`config.mk`:
```
export PLATFORM = sky130hd
export DESIGN_NAME = operand_fetch_stage
export DESIGN_NICKNAME = d
export VERILOG_FILES = /design/src/rtl/panzer16_pkg.sv /design/src/rtl/panzer16_regfile.sv /design/src/rtl/operand_fetch_stage.sv
export SDC_FILE = /design/constraint.sdc
export NUM_CORES = 1
export LEC_CHECK = 0
export BUFFER_PORTS_ARGS = -buffer_cell sky130_fd_sc_hd__buf_2
export CAP_MARGIN = 20
export CORE_ASPECT_RATIO = 0.5
export CORE_MARGIN = 2
export CORE_UTILIZATION = 25
export CTS_CLUSTER_DIAMETER = 200
export DETAILED_ROUTE_END_ITERATION = 6
export GPL_ROUTABILITY_DRIVEN = 0
export GPL_TIMING_DRIVEN = 0
export HOLD_SLACK_MARGIN = 0.02
export SLEW_MARGIN = 20
export SYNTH_ARGS = -nofsm -noshare
export SYNTH_HDL_FRONTEND = slang
export SYNTH_SLANG_ARGS = --single-unit
export TNS_END_PERCENT = 100
```
`constraint.sdc`:
```
create_clock -name Clk -period 5.4 [get_ports Clk]
set_input_delay 0.54 -clock Clk [delete_from_list [all_inputs] [get_ports Clk]]
set_output_delay 0.54 -clock Clk [all_outputs]
set_load 0.01 [all_outputs]
```
`src/rtl/panzer16_pkg.sv`:
```
// Shared widths, types and helpers for the PANZER16 operand-fetch slice.
// The optional R0-reads-as-zero mode is selected by PANZER16_ZERO_R0_EN.
package panzer16_pkg;

  localparam int DATA_W = 16;
  localparam int NREG   = 4;
  localparam int IDX_W  = 2;

  typedef logic [DATA_W-1:0] word_t;
  typedef logic [IDX_W-1:0]  reg_idx_t;
  typedef logic [NREG-1:0]   reg_mask_t;

  // Contents of the single output slot handed to the operand mux / ALU.
  typedef struct packed {
    word_t    op_a;
    word_t    op_b;
    reg_idx_t dst;
    logic     dst_valid;
  } slot_t;

`ifdef PANZER16_ZERO_R0_EN
  localparam reg_mask_t PEND_MASK = reg_mask_t'({NREG{1'b1}} << 1);
`else
  localparam reg_mask_t PEND_MASK = reg_mask_t'({NREG{1'b1}});
`endif

  function automatic reg_mask_t idx_onehot(input reg_idx_t idx);
    return reg_mask_t'(1) << idx;
  endfunction

endpackage

```
`src/rtl/panzer16_regfile.sv`:
```
// R0-R3 storage: one write port, two combinational read ports with write bypass.
// With PANZER16_ZERO_R0_EN defined, R0 ignores writes and always reads as zero.
module panzer16_regfile
  import panzer16_pkg::*;
(
  input  logic     Clk,
  input  logic     Rst,
  input  logic     i_we,
  input  reg_idx_t i_widx,
  input  word_t    i_wdata,
  input  reg_idx_t i_ra,
  input  reg_idx_t i_rb,
  output word_t    o_rdata_a,
  output word_t    o_rdata_b
);

  word_t     r_regs [NREG];
  reg_mask_t w_wr_sel;
  reg_idx_t  w_ridx  [2];
  word_t     w_rdata [2];

  assign w_wr_sel = (i_we ? idx_onehot(i_widx) : '0) & PEND_MASK;

  genvar gi;
  generate
    for (gi = 0; gi < NREG; gi++) begin : g_reg
      always_ff @(posedge Clk or posedge Rst) begin
        if (Rst) begin
          r_regs[gi] <= '0;
        end else if (w_wr_sel[gi]) begin
          r_regs[gi] <= i_wdata;
        end
      end
    end
  endgenerate

  assign w_ridx[0] = i_ra;
  assign w_ridx[1] = i_rb;

  // A same-cycle write is forwarded so the slot never captures a stale value.
  generate
    for (gi = 0; gi < 2; gi++) begin : g_rd
      word_t w_byp;
      assign w_byp = (i_we && (i_widx == w_ridx[gi])) ? i_wdata : r_regs[w_ridx[gi]];
`ifdef PANZER16_ZERO_R0_EN
      assign w_rdata[gi] = (w_ridx[gi] == '0) ? '0 : w_byp;
`else
      assign w_rdata[gi] = w_byp;
`endif
    end
  endgenerate

  assign o_rdata_a = w_rdata[0];
  assign o_rdata_b = w_rdata[1];

endmodule

```
`src/rtl/operand_fetch_stage.sv`:
```
// PANZER16 operand fetch: hazard scoreboard, request handshake and 1-deep output slot.
// PANZER16_ZERO_R0_EN turns R0 into a hardwired zero that is never tracked as pending.
module operand_fetch_stage
  import panzer16_pkg::*;
(
  input  logic              Clk,
  input  logic              Rst,
  input  logic              ReqValid,
  output logic              ReqReady,
  input  logic [IDX_W-1:0]  SrcA,
  input  logic [IDX_W-1:0]  SrcB,
  input  logic              DstValid,
  input  logic [IDX_W-1:0]  Dst,
  input  logic              WrEn,
  input  logic [IDX_W-1:0]  WrIdx,
  input  logic [DATA_W-1:0] WrData,
  output logic              OutValid,
  input  logic              OutReady,
  output logic [DATA_W-1:0] OpA,
  output logic [DATA_W-1:0] OpB,
  output logic [IDX_W-1:0]  OutDst,
  output logic              OutDstValid,
  output logic [NREG-1:0]   Pending
);

  reg_mask_t r_pending;
  slot_t     r_slot;
  logic      r_out_valid;

  word_t     w_byp_a;
  word_t     w_byp_b;
  reg_mask_t w_clear;
  reg_mask_t w_set;
  reg_mask_t w_pend_next;
  logic      w_haz_a;
  logic      w_haz_b;
  logic      w_haz_d;
  logic      w_slot_free;
  logic      w_accept;

  panzer16_regfile u_regfile (
    .Clk       (Clk),
    .Rst       (Rst),
    .i_we      (WrEn),
    .i_widx    (WrIdx),
    .i_wdata   (WrData),
    .i_ra      (SrcA),
    .i_rb      (SrcB),
    .o_rdata_a (w_byp_a),
    .o_rdata_b (w_byp_b)
  );

  assign w_clear = (WrEn ? idx_onehot(WrIdx) : '0) & PEND_MASK;

  // A write landing this cycle resolves its own hazard, so it is not a stall.
  assign w_haz_a = r_pending[SrcA] && !w_clear[SrcA];
  assign w_haz_b = r_pending[SrcB] && !w_clear[SrcB];
  assign w_haz_d = DstValid && r_pending[Dst] && !w_clear[Dst];

  assign w_slot_free = !r_out_valid || OutReady;
  assign ReqReady    = !Rst && !(w_haz_a || w_haz_b || w_haz_d) && w_slot_free;
  assign w_accept    = ReqValid && ReqReady;

  // Set is OR-ed after clear so a same-index set/clear pair leaves the bit set.
  assign w_set       = ((w_accept && DstValid) ? idx_onehot(Dst) : '0) & PEND_MASK;
  assign w_pend_next = ((r_pending & ~w_clear) | w_set) & PEND_MASK;

  always_ff @(posedge Clk or posedge Rst) begin
    if (Rst) begin
      r_pending <= '0;
    end else begin
      r_pending <= w_pend_next;
    end
  end

  always_ff @(posedge Clk or posedge Rst) begin
    if (Rst) begin
      r_out_valid <= 1'b0;
      r_slot      <= '0;
    end else if (w_accept) begin
      r_out_valid      <= 1'b1;
      r_slot.op_a      <= w_byp_a;
      r_slot.op_b      <= w_byp_b;
      r_slot.dst       <= Dst;
      r_slot.dst_valid <= DstValid;
    end else if (r_out_valid && OutReady) begin
      r_out_valid <= 1'b0;
    end
  end

  assign OutValid    = r_out_valid;
  assign OpA         = r_slot.op_a;
  assign OpB         = r_slot.op_b;
  assign OutDst      = r_slot.dst;
  assign OutDstValid = r_slot.dst_valid;
  assign Pending     = r_pending;

endmodule

```
## Yosys cells after proc, flatten, opt, wreduce, memory -nomap -nowiden

Index checks and enable logic that the tools add are counted.

- Word-level logic and storage cells: 69
- Input port bits: 30
- Register bits after elaboration: 104
- Output and inout bits: 41

- Order comparisons: 5
- Equality and inequality tests: 2
- Muxes and demuxes: 24
- Shift operators: 2
- Reduce and logical (&&, ||, !) cells: 21
- Bitwise logic cells: 5

Operator list:

| cell | count |
|---|---|
| 16-bit 2-to-1 mux | 6 |
| 16-bit binary-select mux with 2-bit select | 2 |
| 1-bit binary-select mux with 2-bit select | 6 |
| 1-bit logical AND | 11 |
| 2-bit by 3-bit less-than comparator with 1-bit output (second input constant) | 3 |
| 1-bit 2-to-1 mux | 8 |
| 4-bit 2-to-1 mux | 2 |
| 1-bit by 2-bit left shift with 4-bit output (first input constant) | 2 |
| 3-bit >= comparator (second input constant) | 2 |
| 1-bit logical NOT | 6 |
| 2-bit NOT with 3-bit output | 2 |
| 4-bit bitwise AND | 1 |
| 2-bit equality test | 2 |
| 4-bit NOT | 1 |
| 4-bit bitwise OR | 1 |
| 1-bit logical OR | 3 |
| 2-bit nonzero test | 1 |

## Longest topological paths before layout

- Word-level depth: 15
- Gate-level depth with buffers: 7
- Gate-level depth less buffers: 5

## Modules after synthesis

Synthesis repeated with hierarchy kept, for this count alone.

- Cells, all modules: 339
- Area total of the unflattened synthesis: 5665.4 um^2

By module, submodules not included:

| module | area an instance (um^2) | sequential area each (um^2) | cells each | times used |
|---|---|---|---|---|
| panzer16_regfile | 3779.9 | 1601.5 | 220 | 1 |
| operand_fetch_stage | 1885.6 | 1001.0 | 119 | 1 |

## Least setup slack after synthesis

Ideal clock, no wire load.

- Path kind: input -> register
- Start: input port SrcA[1]
- End: register r_slot (netlist bit OpA[0])
- Path slack: 2900 ps
- Library setup time: 125 ps
- Data required time: 5275 ps
- Buffers on the path: 2
- Cell stages on the path: 5
- Arrival time: 2375 ps
- Cell sequence: buf_2 -> buf_1 -> mux4_2 -> mux2_2 -> mux2_4

- Word-level cells in the longest chain between the ends: 10
- Elaborated cells between the ends (all ways): 19
- Classes of those cells: eq/ne (1); mux (8); bitwise (1); reduce/logical (9)

RTL lines:

| what | line | text |
|---|---|---|
| from (decl) | operand_fetch_stage.sv:10 | `input logic [IDX_W-1:0] SrcA,` |
| 1-bit binary-select mux with 2-bit select | operand_fetch_stage.sv:56 | `assign w_haz_a = r_pending[SrcA] && !w_clear[SrcA];` |
| 1-bit 2-to-1 mux (not written as such) | operand_fetch_stage.sv:56 |  |
| 1-bit logical NOT | operand_fetch_stage.sv:56 |  |
| 1-bit logical AND | operand_fetch_stage.sv:56 |  |
| 1-bit logical OR (2 in series) | operand_fetch_stage.sv:61 | `assign ReqReady = !Rst && !(w_haz_a \|\| w_haz_b \|\| w_haz_d) && w_slot_free;` |
| 1-bit logical NOT | operand_fetch_stage.sv:61 |  |
| 1-bit logical AND (2 in series) | operand_fetch_stage.sv:61 |  |
| 1-bit logical AND | operand_fetch_stage.sv:62 | `assign w_accept = ReqValid && ReqReady;` |
| to (decl) | operand_fetch_stage.sv:27 | `slot_t r_slot;` |

Several ways; a longest one is shown, not always the timed one. The select of a mux whose other input is x is not followed.
A chain may end at the register's enable or synchronous reset.

## Worst setup path in the final report

- Start: input port WrIdx[1]
- End: output port ReqReady

- Word-level cells in the longest chain between the ends: 11
- Elaborated cells between the ends (all ways): 19
- Classes of those cells: shift (1); mux (7); reduce/logical (11)

RTL lines:

| what | line | text |
|---|---|---|
| from (decl) | operand_fetch_stage.sv:15 | `input logic [IDX_W-1:0] WrIdx,` |
| 1-bit by 2-bit left shift with 4-bit output * | panzer16_pkg.sv:28 | `return reg_mask_t'(1) << idx;` |
| 4-bit 2-to-1 mux * | operand_fetch_stage.sv:53 | `assign w_clear = (WrEn ? idx_onehot(WrIdx) : '0) & PEND_MASK;` |
| 1-bit binary-select mux with 2-bit select, on equally long branches | operand_fetch_stage.sv:56, operand_fetch_stage.sv:57 |  |
| 1-bit 2-to-1 mux, on equally long branches | operand_fetch_stage.sv:56, operand_fetch_stage.sv:57 |  |
| 1-bit logical NOT, on equally long branches | operand_fetch_stage.sv:56, operand_fetch_stage.sv:57 |  |
| 1-bit logical AND, on equally long branches | operand_fetch_stage.sv:56, operand_fetch_stage.sv:57 |  |
| 1-bit logical OR | operand_fetch_stage.sv:61 |  |
| 1-bit logical OR * | operand_fetch_stage.sv:61 |  |
| 1-bit logical NOT * | operand_fetch_stage.sv:61 |  |
| 1-bit logical AND * (2 in series) | operand_fetch_stage.sv:61 |  |
| to (decl) | operand_fetch_stage.sv:9 | `output logic ReqReady,` |

Every way passes the cells marked *; elsewhere a longest branch is shown, timed or not. The select of a mux whose other input is x is not followed.

==> impl_metrics.tcl <==
set metrics [dict create \
    grt_pass1_wl_mm 19.9 \
    num_antenna_cells 0 \
    status "completed" \
    whs_ns 0.204 \
    path_cells "clkbuf_1 -> xnor2_1 -> nand3_1 -> a2111oi_4 -> o31a_1 -> buf_2" \
    core_sq_um 21500 \
    synth_fp_nets 360 \
    cts_max_level 3 \
    cts_root_buffer "clkbuf_16" \
    timing.fmax_mhz 353 \
    fin_crit_sh_pct 52.5 \
    path_delay_family "compound AO/OA/AOI/OAI gates" \
    dr.pass1.iters 4 \
    postCtsSetupBuffers 0 \
    drive_gt1_share_pct 63.3 \
    drcViolationCount 0 \
    power_density_nw_per_um2 404 \
    vias_per_cell 4.47 \
    slew_viol_final 0 \
    path_clk_slew_ns 0.07 \
    clk-insertion-delay-late_ns 0.34 \
    final_area_sq_um 6440 \
    p_leak_nw 2.79 \
    grt_pass1_vias 3379 \
    wl_mm 12.6 \
    fp.dieW_um 213 \
    die_h_um 108 \
    avgSynthCellArea_sq_um 16.5 \
    setup_tns_ns 0 \
    holdCritPathClass "input port to asynchronous set/reset pin" \
    nets 434 \
    relSlewSlack_pct 37.9 \
    area_growth_pct 18.4 \
    clock_sinks 104 \
    vias 3167 \
    antenna_found_initial 0 \
    cts_buffers 9 \
    maxCapViolations 0 \
    grt-ovfl-total 0 \
    ctsResizeCount 0 \
    fin_crit_ns 2.84 \
    reg2reg_slack_ns 3.07 \
    skew_ns 0.00568 \
    cp_max_fo 8 \
    synth-seq-area-share_pct 47.9 \
    start_util_pct 25.3 \
    final_util_pct 30.0 \
    tightest_slew_ns 0.931 \
    cts-hold-fix-buffers 0 \
    port_buffers 62 \
    synth_edf_count 0 \
    rows 38 \
    final_antenna_net_count 0 \
    grt_max_degree 74 \
    dp_cells 693 \
    path_buf_inv 2 \
    drt_iter0_drc 110 \
    synthesis.area_sq_um 5440 \
    placed_cell_area_sq_um 6160 \
    worstSetupEndpointType "output pin" \
    finalSetupViolations 0 \
    slowest_delay_ns 0.51 \
    crit_slowest_cell "a2111oi_4" \
    worstSetupPathType "input port to output pin" \
    hpwl_mm 8.44 \
    die-area_sq_um 23000 \
    ios 71 \
    synthDistinctLibCells 30 \
    grt.total_usage_pct 11.4 \
    ys_ff_latch 104 \
    hold_violations 0 \
    startpoint_type "input port" \
    peakVddDrop_mv 0.166 \
    async_reset_ff_share_pct 100 \
    required_ns 4.86 \
    wire_per_inst_um 17.7 \
    worstPathArrival_ns 2.30 \
    cts_tree "built" \
    ctsLongestPathBuffers 2 \
    stdcell_count 709 \
    synthCells 330 \
    synth-main-ff-cell "dfrtp_1" \
    ys_warn_count 0 \
    rsz0062_at_grt "no" \
]
flip-flops by register name (all words and copies together) (netlist names):
register          count
u_regfile.r_regs     64
Pending               4
OpA                  16
OutValid              1
OpB                  16
OutDst                2
OutDstValid           1
worst paths after layout:
check / startpoint / end / cells past startpoint
min: Rst / Pending[1]$_DFF_PP0_ / 2
max: WrIdx[1] / ReqReady / 6
min reg2reg: OpB[3]$_DFFE_PP0P_ / OpB[3]$_DFFE_PP0P_ / 1
max reg2reg: Pending[3]$_DFF_PP0_ / OpA[5]$_DFFE_PP0P_ / 6
max in group asynchronous: Rst / OpA[2]$_DFFE_PP0P_ / 3
min in group Clk: OutReady / OutValid$_DFFE_PP0P_ / 2
power breakdown:
group          switching (W)  internal, W
Clock               0.000299     0.000330
Sequential          0.000141      0.00101
Combinational       0.000318     0.000507
cell families (layout without fill, tap and decap cells):
kind of cell              after synthesis  after routing  synth area share (%)
AOI/OAI and AO/OA                      13             13                  3.06
xor gates and xnor gates                5              5                 0.805
buffers and inverters                  29            108                  2.78
DFF                                   104            104                  47.9
muxes                                 166            166                  44.0
and+or+nand+nor                        13             13                  1.45
stage by stage:
stage,total power (W),worst slack (ns)
after detailed placement,0.00200,2.25
after global placement,0.00199,0.690
final,0.00260,2.56
after CTS,0.00264,2.54
after floorplan,0.00172,2.13
after global routing,0.00275,2.40
routing by layer:
metal	global-route usage (%)	part of all wire, %
met3	2.29	2.2
met4	3.00	1.2
met1	15.3	48
met5	0	0
met2	19.0	49
cell type report:
cell class	instances	area [sq um]
repair buffers	63	338
fillers	2163	15100
clock inverters	5	41.3
multi-input cells	197	2680
flip-flops and latches	104	2600
clock buffers	11	243
inverters	6	27.5
well taps	300	375
plain buffers	23	129
synth_stat cells, types with 2 or more instances:
| library cell | count | share of area, % |
|---|---|---|
| nor2_1 | 2 | 0.14 |
| xnor2_1 | 3 | 0.48 |
| mux2_4 | 35 | 9.7 |
| mux2_2 | 97 | 20 |
| inv_1 | 6 | 0.41 |
| mux4_1 | 3 | 1.4 |
| buf_6 | 5 | 1.0 |
| xor2_1 | 2 | 0.32 |
| o41ai_2 | 4 | 1.2 |
| nand2_1 | 3 | 0.21 |
| mux4_2 | 31 | 13 |
| buf_2 | 4 | 0.37 |
| nand3_1 | 2 | 0.18 |
| buf_1 | 2 | 0.14 |
| clkbuf_1 | 12 | 0.83 |
| dfrtp_1 | 104 | 48 |
| nand3b_1 | 2 | 0.28 |
cell usage in the layout (no fill, tap or decap), drive strengths merged:
cell / n
inv: 7
o311ai: 1
o41ai: 4
xnor2: 3
a31oi: 1
a2111oi: 1
nand2b: 1
clkinv: 3
mux4: 34
o21ai: 2
o31a: 2
or3: 1
dfrtp: 104
mux2: 132
xor2: 2
o21a: 1
nand3b: 2
nor2: 2
clkbuf: 23
a21oi: 1
nand2: 3
nor4bb: 1
nand3: 2
nor3b: 1
clkinvlp: 1
buf: 74
Note: power is estimated with default switching activity, not from simulation.
